## config.mk

```make
export PLATFORM = sky130hd
export DESIGN_NAME = plic_core_mt
export DESIGN_NICKNAME = d
export VERILOG_FILES = /design/src/rtl/plic_pkg.sv /design/src/rtl/plic_gateway_mt.sv /design/src/rtl/plic_core_mt.sv
export SDC_FILE = /design/constraint.sdc
export NUM_CORES = 1
export LEC_CHECK = 0
export CORE_MARGIN = 3
export CORE_UTILIZATION = 52
export DETAILED_ROUTE_END_ITERATION = 7
export PLACE_DENSITY = 0.79
export RECOVER_POWER = 100
export SLEW_MARGIN = 30
export SYNTH_ARGS = -nofsm -noshare
export SYNTH_HDL_FRONTEND = slang
export SYNTH_SLANG_ARGS = --single-unit
```

## constraint.sdc

```tcl
create_clock -name clk -period 27.7 [get_ports clk]
set_input_delay 8.31 -clock clk [delete_from_list [all_inputs] [get_ports clk]]
set_output_delay 8.31 -clock clk [all_outputs]
set_load 0.1 [all_outputs]
```

## src/rtl/plic_pkg.sv

```systemverilog
// Shared types and helpers for the multi-target PLIC core and its gateways.
package plic_pkg;

  typedef enum logic [1:0] {
    IDLE = 2'd0,
    PEND = 2'd1,
    BUSY = 2'd2
  } gw_state_e;

  // Ceiling log2, used for constant widths only.
  function automatic int unsigned clog2(input int unsigned value);
    int unsigned res;
    res = 0;
    for (int unsigned i = 0; i < 32; i++) begin
      if ((64'(1) << i) < 64'(value)) res = i + 1;
    end
    return res;
  endfunction

  // Low bit of slice idx inside a flattened vector of width-wide fields.
  function automatic int unsigned slice_lo(input int unsigned idx, input int unsigned width);
    return idx * width;
  endfunction

endpackage

```

## src/rtl/plic_gateway_mt.sv

```systemverilog
// One interrupt gateway: level/edge capture, saturating edge counter and
// IDLE/PEND/BUSY handshake state. The mode input is re-sampled only while IDLE.
module plic_gateway_mt
  import plic_pkg::*;
#(
  parameter int unsigned MAX_EDGE = 3
) (
  input  logic clk,
  input  logic rst,
  input  logic src,
  input  logic el,
  input  logic claim,
  input  logic complete,
  output logic ip
);

  localparam int unsigned     CNT_W   = clog2(MAX_EDGE + 1);
  localparam logic [CNT_W-1:0] CNT_MAX = CNT_W'(MAX_EDGE);

  gw_state_e        state_q, state_d;
  logic [CNT_W-1:0] cnt_q, cnt_d;
  logic             src_q, src_d;
  logic             mode_q, mode_d;
  logic             edge_mode;
  logic             rise;
  logic             inc;
  logic             dec;

  always_ff @(posedge clk) begin
    if (rst) begin
      state_q <= IDLE;
      cnt_q   <= '0;
      src_q   <= 1'b0;
      mode_q  <= 1'b0;
    end else begin
      state_q <= state_d;
      cnt_q   <= cnt_d;
      src_q   <= src_d;
      mode_q  <= mode_d;
    end
  end

  always_comb begin
    state_d   = state_q;
    cnt_d     = cnt_q;
    src_d     = src;
    mode_d    = mode_q;
    dec       = 1'b0;
    edge_mode = (state_q == IDLE) ? el : mode_q;
    rise      = src & ~src_q;
    inc       = edge_mode & rise;

    unique case (state_q)
      IDLE: begin
        mode_d = el;
        if (el) begin
          if (cnt_q != '0) begin
            state_d = PEND;
            dec     = 1'b1;
          end
        end else if (src) begin
          state_d = PEND;
        end
      end
      PEND:    if (claim) state_d = BUSY;
      BUSY:    if (complete) state_d = IDLE;
      default: state_d = IDLE;
    endcase

    // A simultaneous edge and dequeue cancel, even at saturation.
    if (inc && !dec && (cnt_q != CNT_MAX)) begin
      cnt_d = cnt_q + CNT_W'(1);
    end else if (dec && !inc) begin
      cnt_d = cnt_q - CNT_W'(1);
    end
  end

  assign ip = (state_q == PEND);

endmodule

```

## src/rtl/plic_core_mt.sv

```systemverilog
// Multi-target PLIC core: NSRC gateways feeding one registered priority arbiter
// per target context. Source ID n (1..NSRC) uses bit n-1 of every per-source vector.
module plic_core_mt
  import plic_pkg::*;
#(
  parameter int unsigned NSRC     = 15,
  parameter int unsigned PRIO_W   = 3,
  parameter int unsigned NTGT     = 2,
  parameter int unsigned MAX_EDGE = 3,
  parameter int unsigned IDW      = clog2(NSRC + 1)
) (
  input  logic                   clk,
  input  logic                   rst,
  input  logic [NSRC-1:0]        src,
  input  logic [NSRC-1:0]        el,
  input  logic [NSRC*PRIO_W-1:0] ipriority,
  input  logic [NTGT*NSRC-1:0]   ie,
  input  logic [NTGT*PRIO_W-1:0] threshold,
  input  logic [NTGT-1:0]        claim,
  input  logic [NTGT-1:0]        complete,
  input  logic [NTGT*IDW-1:0]    complete_id,
  output logic [NTGT-1:0]        ireq,
  output logic [NTGT*IDW-1:0]    id
);

  logic [NSRC-1:0]              ip;
  logic [NSRC-1:0]              claim_src;
  logic [NSRC-1:0]              complete_src;
  logic [NSRC-1:0][PRIO_W-1:0]  prio;
  logic [NTGT-1:0][PRIO_W-1:0]  thr;
  logic [NTGT-1:0][IDW-1:0]     cid;
  logic [NTGT-1:0][IDW-1:0]     id_q, id_d;
  logic [NTGT-1:0]              ireq_q, ireq_d;

  assign prio = ipriority;
  assign thr  = threshold;
  assign cid  = complete_id;

  for (genvar s = 0; s < NSRC; s++) begin : g_gw
    plic_gateway_mt #(
      .MAX_EDGE(MAX_EDGE)
    ) u_gw (
      .clk     (clk),
      .rst     (rst),
      .src     (src[s]),
      .el      (el[s]),
      .claim   (claim_src[s]),
      .complete(complete_src[s]),
      .ip      (ip[s])
    );
  end

  // Every claimer of one ID has the same effect, so lowest-index priority is implicit.
  always_comb begin
    claim_src    = '0;
    complete_src = '0;
    for (int unsigned t = 0; t < NTGT; t++) begin
      for (int unsigned s = 0; s < NSRC; s++) begin
        if (claim[t] && (id_q[t] == IDW'(s + 1))) claim_src[s] = 1'b1;
        if (complete[t] && (cid[t] == IDW'(s + 1))) complete_src[s] = 1'b1;
      end
    end
  end

  for (genvar t = 0; t < NTGT; t++) begin : g_arb
    logic [NSRC-1:0]   ie_t;
    logic [IDW-1:0]    win_id;
    logic [PRIO_W-1:0] win_prio;

    assign ie_t = ie[slice_lo(t, NSRC) +: NSRC];

    // Strict compare while scanning upward keeps the lowest ID on ties.
    always_comb begin
      win_id   = '0;
      win_prio = '0;
      for (int unsigned s = 0; s < NSRC; s++) begin
        if (ip[s] && ie_t[s] && !claim_src[s] && (prio[s] > thr[t]) &&
            ((win_id == '0) || (prio[s] > win_prio))) begin
          win_id   = IDW'(s + 1);
          win_prio = prio[s];
        end
      end
    end

    assign id_d[t]   = win_id;
    assign ireq_d[t] = (win_id != '0);
  end

  always_ff @(posedge clk) begin
    if (rst) begin
      id_q   <= '0;
      ireq_q <= '0;
    end else begin
      id_q   <= id_d;
      ireq_q <= ireq_d;
    end
  end

  assign id   = id_q;
  assign ireq = ireq_q;

endmodule
```

== After elaboration in Yosys (flattened, before gate mapping) ==
Index checks and enable logic that the tools add are counted.
W data, S select, Z words.
Operators by class
  $add $sub $neg: 30
  $lt $le $gt $ge: 58
  eq/ne operators: 165
  muxes and demuxes: 298
  bitwise operators: 45
  reductions and logical operators: 386
Operators with widths (count)
  $logic_and A1 B1 Y1: 223
  $mux W2: 105
  $gt A3 B3 Y1: 58
  $eq A4 B4 Y1 const B: 32
  $mux W1: 122
  $logic_not A4 Y1: 28
  $mux W4: 28
  $ne A3 B3 Y1 const B: 30
  $pmux W2 S3: 15
  $mux W3: 28
  $eq A4 B3 Y1 const B: 16
  $ne A2 B1 Y1 const B: 30
  $reduce_and A4 Y1: 15
  $reduce_bool A2 Y1: 30
  $logic_not A1 Y1: 45
  $eq A4 B2 Y1 const B: 8
  $add A2 B1 Y2 const B: 15
  $and A1 B1 Y1: 30
  $eq A2 B1 Y1 const B: 15
  $eq A2 B2 Y1 const B: 15
  $logic_not A2 Y1: 15
  $ne A2 B2 Y1 const B: 15
  $sub A2 B1 Y2 const B: 15
  $logic_or A1 B1 Y1: 28
  3 further kinds: 21
Word-level totals
  flip-flop bits (word level): 100
  input bits: 125
  output and inout bits: 10

== Longest topological paths before layout ==
  word-level depth: 65
  mapped depth: 115
  mapped depth without buffers: 114

== Hierarchy ==
Synthesis repeated with hierarchy kept, for this count alone.
Second synthesis, totals
  cells, all modules: 1465
  area total of the unflattened synthesis: 11332.1 um^2
By module, submodules not included
  plic_core_mt: times used 1, cells each 955, area an instance 6921.6 um^2, seq. area each 200.2 um^2
  plic_gateway_mt: times used 15, cells each 34, area an instance 294.0 um^2, seq. area each 120.1 um^2

== Worst setup path before layout ==
OpenSTA, ideal clock, no wires.
  path type: input to register
  from: input port threshold[2]
  to: register id_q (netlist bit id[3])
  data arrival time: 28850 ps
  setup slack: -1224 ps
  stages: 108
  buffers on the path: 1
  path through: inv_1 -> ha_1 -> nand3_1 -> o2111ai_1 -> nor2_1 -> nand2_1 -> ha_1 -> nor2b_1 -> o21a_1 -> o21ai_0 -> a21oi_1 -> a21oi_1 -> ha_1 -> nor2b_1 -> o21a_1 -> o21ai_0 -> a21boi_1 -> nor2_1 -> [... 72 more ...] -> nor2_1 -> o221ai_1 -> a21boi_0 -> nand4_1 -> nand2_1 -> mux2_2 -> ha_1 -> nor2b_1 -> o21a_1 -> o21ai_0 -> a21oi_1 -> mux2_2 -> ha_1 -> a21oi_1 -> a311oi_1 -> a211oi_1 -> and2_1 -> a31oi_1
Between the ends
  word-level cells in the longest chain between the ends: 59
Ends and longest elaborated chain
  start: declaration: line plic_core_mt.sv:18  | input logic [NTGT*PRIO_W-1:0] threshold,
  $gt A3 B3 Y1: line plic_core_mt.sv:77  | if (ip[s] && ie_t[s] && !claim_src[s] && (prio[s] > thr[t]) &&
  $logic_and A1 B1 Y1: line plic_core_mt.sv:77
  $mux W3 or $mux W1 (tied branches): line plic_core_mt.sv:77
  $gt A3 B3 Y1 or $logic_not A4 Y1 (tied branches): line plic_core_mt.sv:78  | ((win_id == '0) || (prio[s] > win_prio))) begin
  $logic_or A1 B1 Y1: line plic_core_mt.sv:78
  $logic_and A1 B1 Y1: line plic_core_mt.sv:77
  $mux W3 or $mux W4 (tied branches): line plic_core_mt.sv:77
  $gt A3 B3 Y1 or $logic_not A4 Y1 (tied branches): line plic_core_mt.sv:78
  [... 43 more ...]
  $gt A3 B3 Y1 or $logic_not A4 Y1 (tied branches): line plic_core_mt.sv:78
  $logic_or A1 B1 Y1: line plic_core_mt.sv:78
  $logic_and A1 B1 Y1: line plic_core_mt.sv:77
  $mux W3 or $mux W4 (tied branches): line plic_core_mt.sv:77
  $gt A3 B3 Y1 or $logic_not A4 Y1 (tied branches): line plic_core_mt.sv:78
  $logic_or A1 B1 Y1: line plic_core_mt.sv:78
  $logic_and A1 B1 Y1: line plic_core_mt.sv:77
  $mux W4 *: line plic_core_mt.sv:77
  end signal: assignment: line plic_core_mt.sv:94  | id_q <= id_d;
  end: declaration: line plic_core_mt.sv:32  | logic [NTGT-1:0][IDW-1:0] id_q, id_d;
Every way passes the cells marked *; elsewhere a longest branch is shown, timed or not.
A chain may end at the register's enable or synchronous reset.

== Worst setup path in the final report ==
  from: input port ipriority[0]
  to: register id_q (netlist bit id[3])
Between the ends
  word-level cells in the longest chain between the ends: 59
Ends and longest elaborated chain
  start: declaration: line plic_core_mt.sv:16  | input logic [NSRC*PRIO_W-1:0] ipriority,
  $gt A3 B3 Y1: line plic_core_mt.sv:77
  $logic_and A1 B1 Y1: line plic_core_mt.sv:77
  $mux W3 or $mux W1 (tied branches): line plic_core_mt.sv:77
  $gt A3 B3 Y1 or $logic_not A4 Y1 (tied branches): line plic_core_mt.sv:78
  $logic_or A1 B1 Y1: line plic_core_mt.sv:78
  $logic_and A1 B1 Y1: line plic_core_mt.sv:77
  $mux W3 or $mux W4 (tied branches): line plic_core_mt.sv:77
  $gt A3 B3 Y1 or $logic_not A4 Y1 (tied branches): line plic_core_mt.sv:78
  [... 43 more ...]
  $gt A3 B3 Y1 or $logic_not A4 Y1 (tied branches): line plic_core_mt.sv:78
  $logic_or A1 B1 Y1: line plic_core_mt.sv:78
  $logic_and A1 B1 Y1: line plic_core_mt.sv:77
  $mux W3 or $mux W4 (tied branches): line plic_core_mt.sv:77
  $gt A3 B3 Y1 or $logic_not A4 Y1 (tied branches): line plic_core_mt.sv:78
  $logic_or A1 B1 Y1: line plic_core_mt.sv:78
  $logic_and A1 B1 Y1: line plic_core_mt.sv:77
  $mux W4 *: line plic_core_mt.sv:77
Marked as above.

==> impl_metrics.env <==
export IMPL_start_util_pct=53.8
export IMPL_drc=0
export IMPL_outcome="complete, but fails checks"
export IMPL_netlist_area_sq_mm=0.0107
export IMPL_setup_ws_ns=-0.797
export IMPL_syn_avg_cell_area_sq_um=7.58
export IMPL_first_pass_iters=6
export IMPL_rsz0062_at_grt="yes"
export IMPL_cts_path_max_buffers=2
export IMPL_layout_nets=2001
export IMPL_wl_mm=38.7
export IMPL_cts_tree="built"
export IMPL_synthDistinctLibCells=100
export IMPL_grt_antenna_before_repair=0
export IMPL_grt_overflow_total=0
export IMPL_power_internal_uw=425
export IMPL_track_usage_pct=31.5
export IMPL_min_period_over_period_pct=103
export IMPL_pwr_share_seq_pct=24.2
export IMPL_clkSinkCount=100
export IMPL_drt_initial_drc_count=1213
export IMPL_p_sw_uw=310
export IMPL_power_frac_clock_pct=17.8
export IMPL_place_ws_ns=-1.31
export IMPL_hold_buffers=0
export IMPL_cap_violations=0
export IMPL_rows=51
export IMPL_whs_ns=0.471
export IMPL_finalSetupTns_ns=-3.64
export IMPL_drive_above_1_share_pct=22.4
export IMPL_finalCriticalPeriod_ns=28.50
export IMPL_ctsHtreeMaxLevel=3
export IMPL_maxSlewHeadroom_pct=14.7
export IMPL_route_vias_total=12900
export IMPL_path_clk_slew_ns=0.07
export IMPL_dp_hpwl_mm=26.9
export IMPL_critPathLaunchType="primary input"
export IMPL_hp_class="reg2reg"
export IMPL_required_ns=27.90
export IMPL_ios=135
export IMPL_violations="setup timing"
export IMPL_ys_seq_elements=100
export IMPL_ir_drop_uv=62.2
export IMPL_ant_nets=0
export IMPL_yosysWarnings=0
export IMPL_synthCells=1409
export IMPL_synth_edf_count=0
export IMPL_cp_slowest_stage_delay_ns=0.43
export IMPL_coreArea_sq_mm=0.0198
export IMPL_die_y_um=149
export IMPL_fill_cells=1419
export IMPL_crit_path_top_delay_cell="or3_4"
export IMPL_root_buffer="clkbuf_16"
export IMPL_path_common_cell="nor2_4"
export IMPL_worst_pin_slew_ns=1.27
export IMPL_path_max_fanout=5
export IMPL_cp_end_kind="flop"
export IMPL_yosysSeqAreaShare_pct=18.7
export IMPL_p_comb_share_pct=58.0
export IMPL_setup_viol=5
export IMPL_cp_data_arrival_time_ns=28.70
export IMPL_grt_pass1_wl_mm=57.9
export IMPL_insertion_delay_ns=0.35
export IMPL_die_w_um=149
export IMPL_synthesis_nets=1672
export IMPL_grt_max_degree=98
export IMPL_cts_buffers=9
export IMPL_swShare_pct=42.2
export IMPL_vias_per_cell=6.41
export IMPL_dieArea_sq_mm=0.0223
export IMPL_area_delta_synth_final_pct=38.6
export IMPL_io_buffers=134
export IMPL_place_area_sq_mm=0.0132
export IMPL_p_leak_nw=6.27
export IMPL_ys_flop_type="dfxtp_1"
export IMPL_gp_congestion=0.956
export IMPL_synthArstFlopShare_pct=0
export IMPL_critPathKind="in2reg"
export IMPL_slew_viol_final=0
export IMPL_finalHoldViolCount=0
export IMPL_ff2ff_path_depth=111
export IMPL_min_path_cells=1
export IMPL_grt_pass1_vias=11900
export IMPL_post_drt_wl_per_cell_um=19.3
export IMPL_max_freq_mhz=35.1
export IMPL_final_util_pct=74.6
export IMPL_stdcell_area_sq_mm=0.0148
export IMPL_skew_ns=0.00915
export IMPL_diodes=0
export IMPL_power_density_mw_per_mm2=49.7
state kept, by name, summed over array words and instances, names as in the netlist:
| signal | count |
|---|---|
| g_gw.u_gw.src_q | 15 |
| g_gw.u_gw.cnt_q | 30 |
| g_gw.u_gw.mode_q | 15 |
| id | 8 |
| ireq | 2 |
| g_gw.u_gw.state_q | 30 |
cells in the final DEF (no fill, tap or decap), drive strengths merged, types with 16 or more instances in the layout:
master	instances
nor3b	16
a31oi	23
o21a	28
a21oi	116
dfxtp	100
nand2	116
nor2	175
o21ai	101
a21o	19
nand2b	25
nand3	64
o211ai	21
dlygate4sd3	23
mux2i	16
clkdlybuf4s50	103
buf	205
inv	61
ha	138
mux2	24
nor2b	60
and2	16
synth_stat cells (12+ instances only):
| cell | number | share of area (%) |
|---|---|---|
| a21boi_0 | 12 | 0.84 |
| a21o_1 | 19 | 1.3 |
| a21oi_1 | 116 | 5.4 |
| a31oi_1 | 22 | 1.3 |
| and2_1 | 15 | 0.88 |
| clkbuf_1 | 13 | 0.46 |
| dfxtp_1 | 100 | 19 |
| ha_1 | 138 | 16 |
| inv_1 | 62 | 2.2 |
| mux2_2 | 15 | 1.6 |
| mux2i_1 | 15 | 1.4 |
| nand2_1 | 116 | 4.1 |
| nand2b_1 | 25 | 1.5 |
| nand3_1 | 64 | 3.0 |
| nand3b_1 | 13 | 0.91 |
| nor2_1 | 174 | 6.1 |
| nor2b_1 | 60 | 3.5 |
| nor3_1 | 14 | 0.66 |
| nor3b_1 | 15 | 1.1 |
| o2111ai_1 | 13 | 1.1 |
| o211ai_1 | 20 | 1.4 |
| o21a_1 | 28 | 2.0 |
| o21ai_0 | 91 | 4.3 |
| o22ai_1 | 13 | 0.76 |
| or2_2 | 12 | 0.70 |
stage by stage:
step | instances | power (mW)
after global placement | 1889 | 0.511
after floorplan | 1409 | 0.404
after CTS | 1977 | 0.686
after detailed placement | 1889 | 0.520
after global routing | 2008 | 0.773
final | 2008 | 0.735
power by group through the flow:
stage	registers (mW)	clock network (mW)	logic [mW]
detailed placement	0.179	0	0.341
global route	0.179	0.136	0.457
global placement	0.179	0	0.333
floorplan	0.200	0	0.205
finish	0.178	0.131	0.426
CTS	0.177	0.132	0.377
final timing paths:
| kind | end | startpoint | slack, ns |
|---|---|---|---|
| worst min register to register | g_gw[2].u_gw.state_q[0] | g_gw[2].u_gw.state_q[1] | 0.47 |
| worst max register to register | id[3] | id[2] | 6.92 |
| worst max-delay path | id[3] | ipriority[0] | -0.80 |
| worst min-delay path | g_gw[2].u_gw.state_q[0] | g_gw[2].u_gw.state_q[1] | 0.47 |
cells by family (layout without fill, tap and decap cells):
group	Yosys count	after routing	share of synthesized area, %
adders and majority gates	149	149	17.2
muxes	40	40	4.43
buffers and inverters	84	418	3.08
xor gates and xnor gates	3	3	0.246
and+or+nand+nor	570	570	26.8
AOI/OAI and AO/OA	463	463	29.5
DFF	100	100	18.7
critical path, delay by kind of cell:
kind                       cells  cell delay (ns)
AOI/OAI and AO/OA             46             7.74
adders and majority gates     19             4.90
muxes                          9             2.80
and+or+nand+nor               33             4.17
buffers and inverters          7             0.75
layer usage:
layer | vias up | wire (um) | share of wire [%] | track usage, %
li1 | 5983 | - | - | -
met1 | 5953 | 15100 | 39 | 39.8
met2 | 719 | 17800 | 46 | 53.4
met3 | 221 | 3510 | 9.1 | 5.04
met4 | 0 | 2310 | 6.0 | 13.1
met5 | - | 0 | 0 | 0
cell type report:
class / count / area (sq um) / share of cell area, %
clock buffer: 10 / 239 / 1.62
clock inverter: 6 / 72.6 / 0.490
inverter: 63 / 244 / 1.65
multi-input combinational: 1225 / 9040 / 61.1
sequential: 100 / 2000 / 13.5
tap: 265 / 332 / 2.24
timing repair buffer: 339 / 2870 / 19.4
timing repair:
action / CTS / global route
resized for setup: 55 / 91
endpoints found under the setup margin: 9 / 10
endpoints found under the hold margin: 0 / 0
buffers inserted: 73 / 32
pin swaps: 74 / 107
Power figures use the tool's default switching activity.
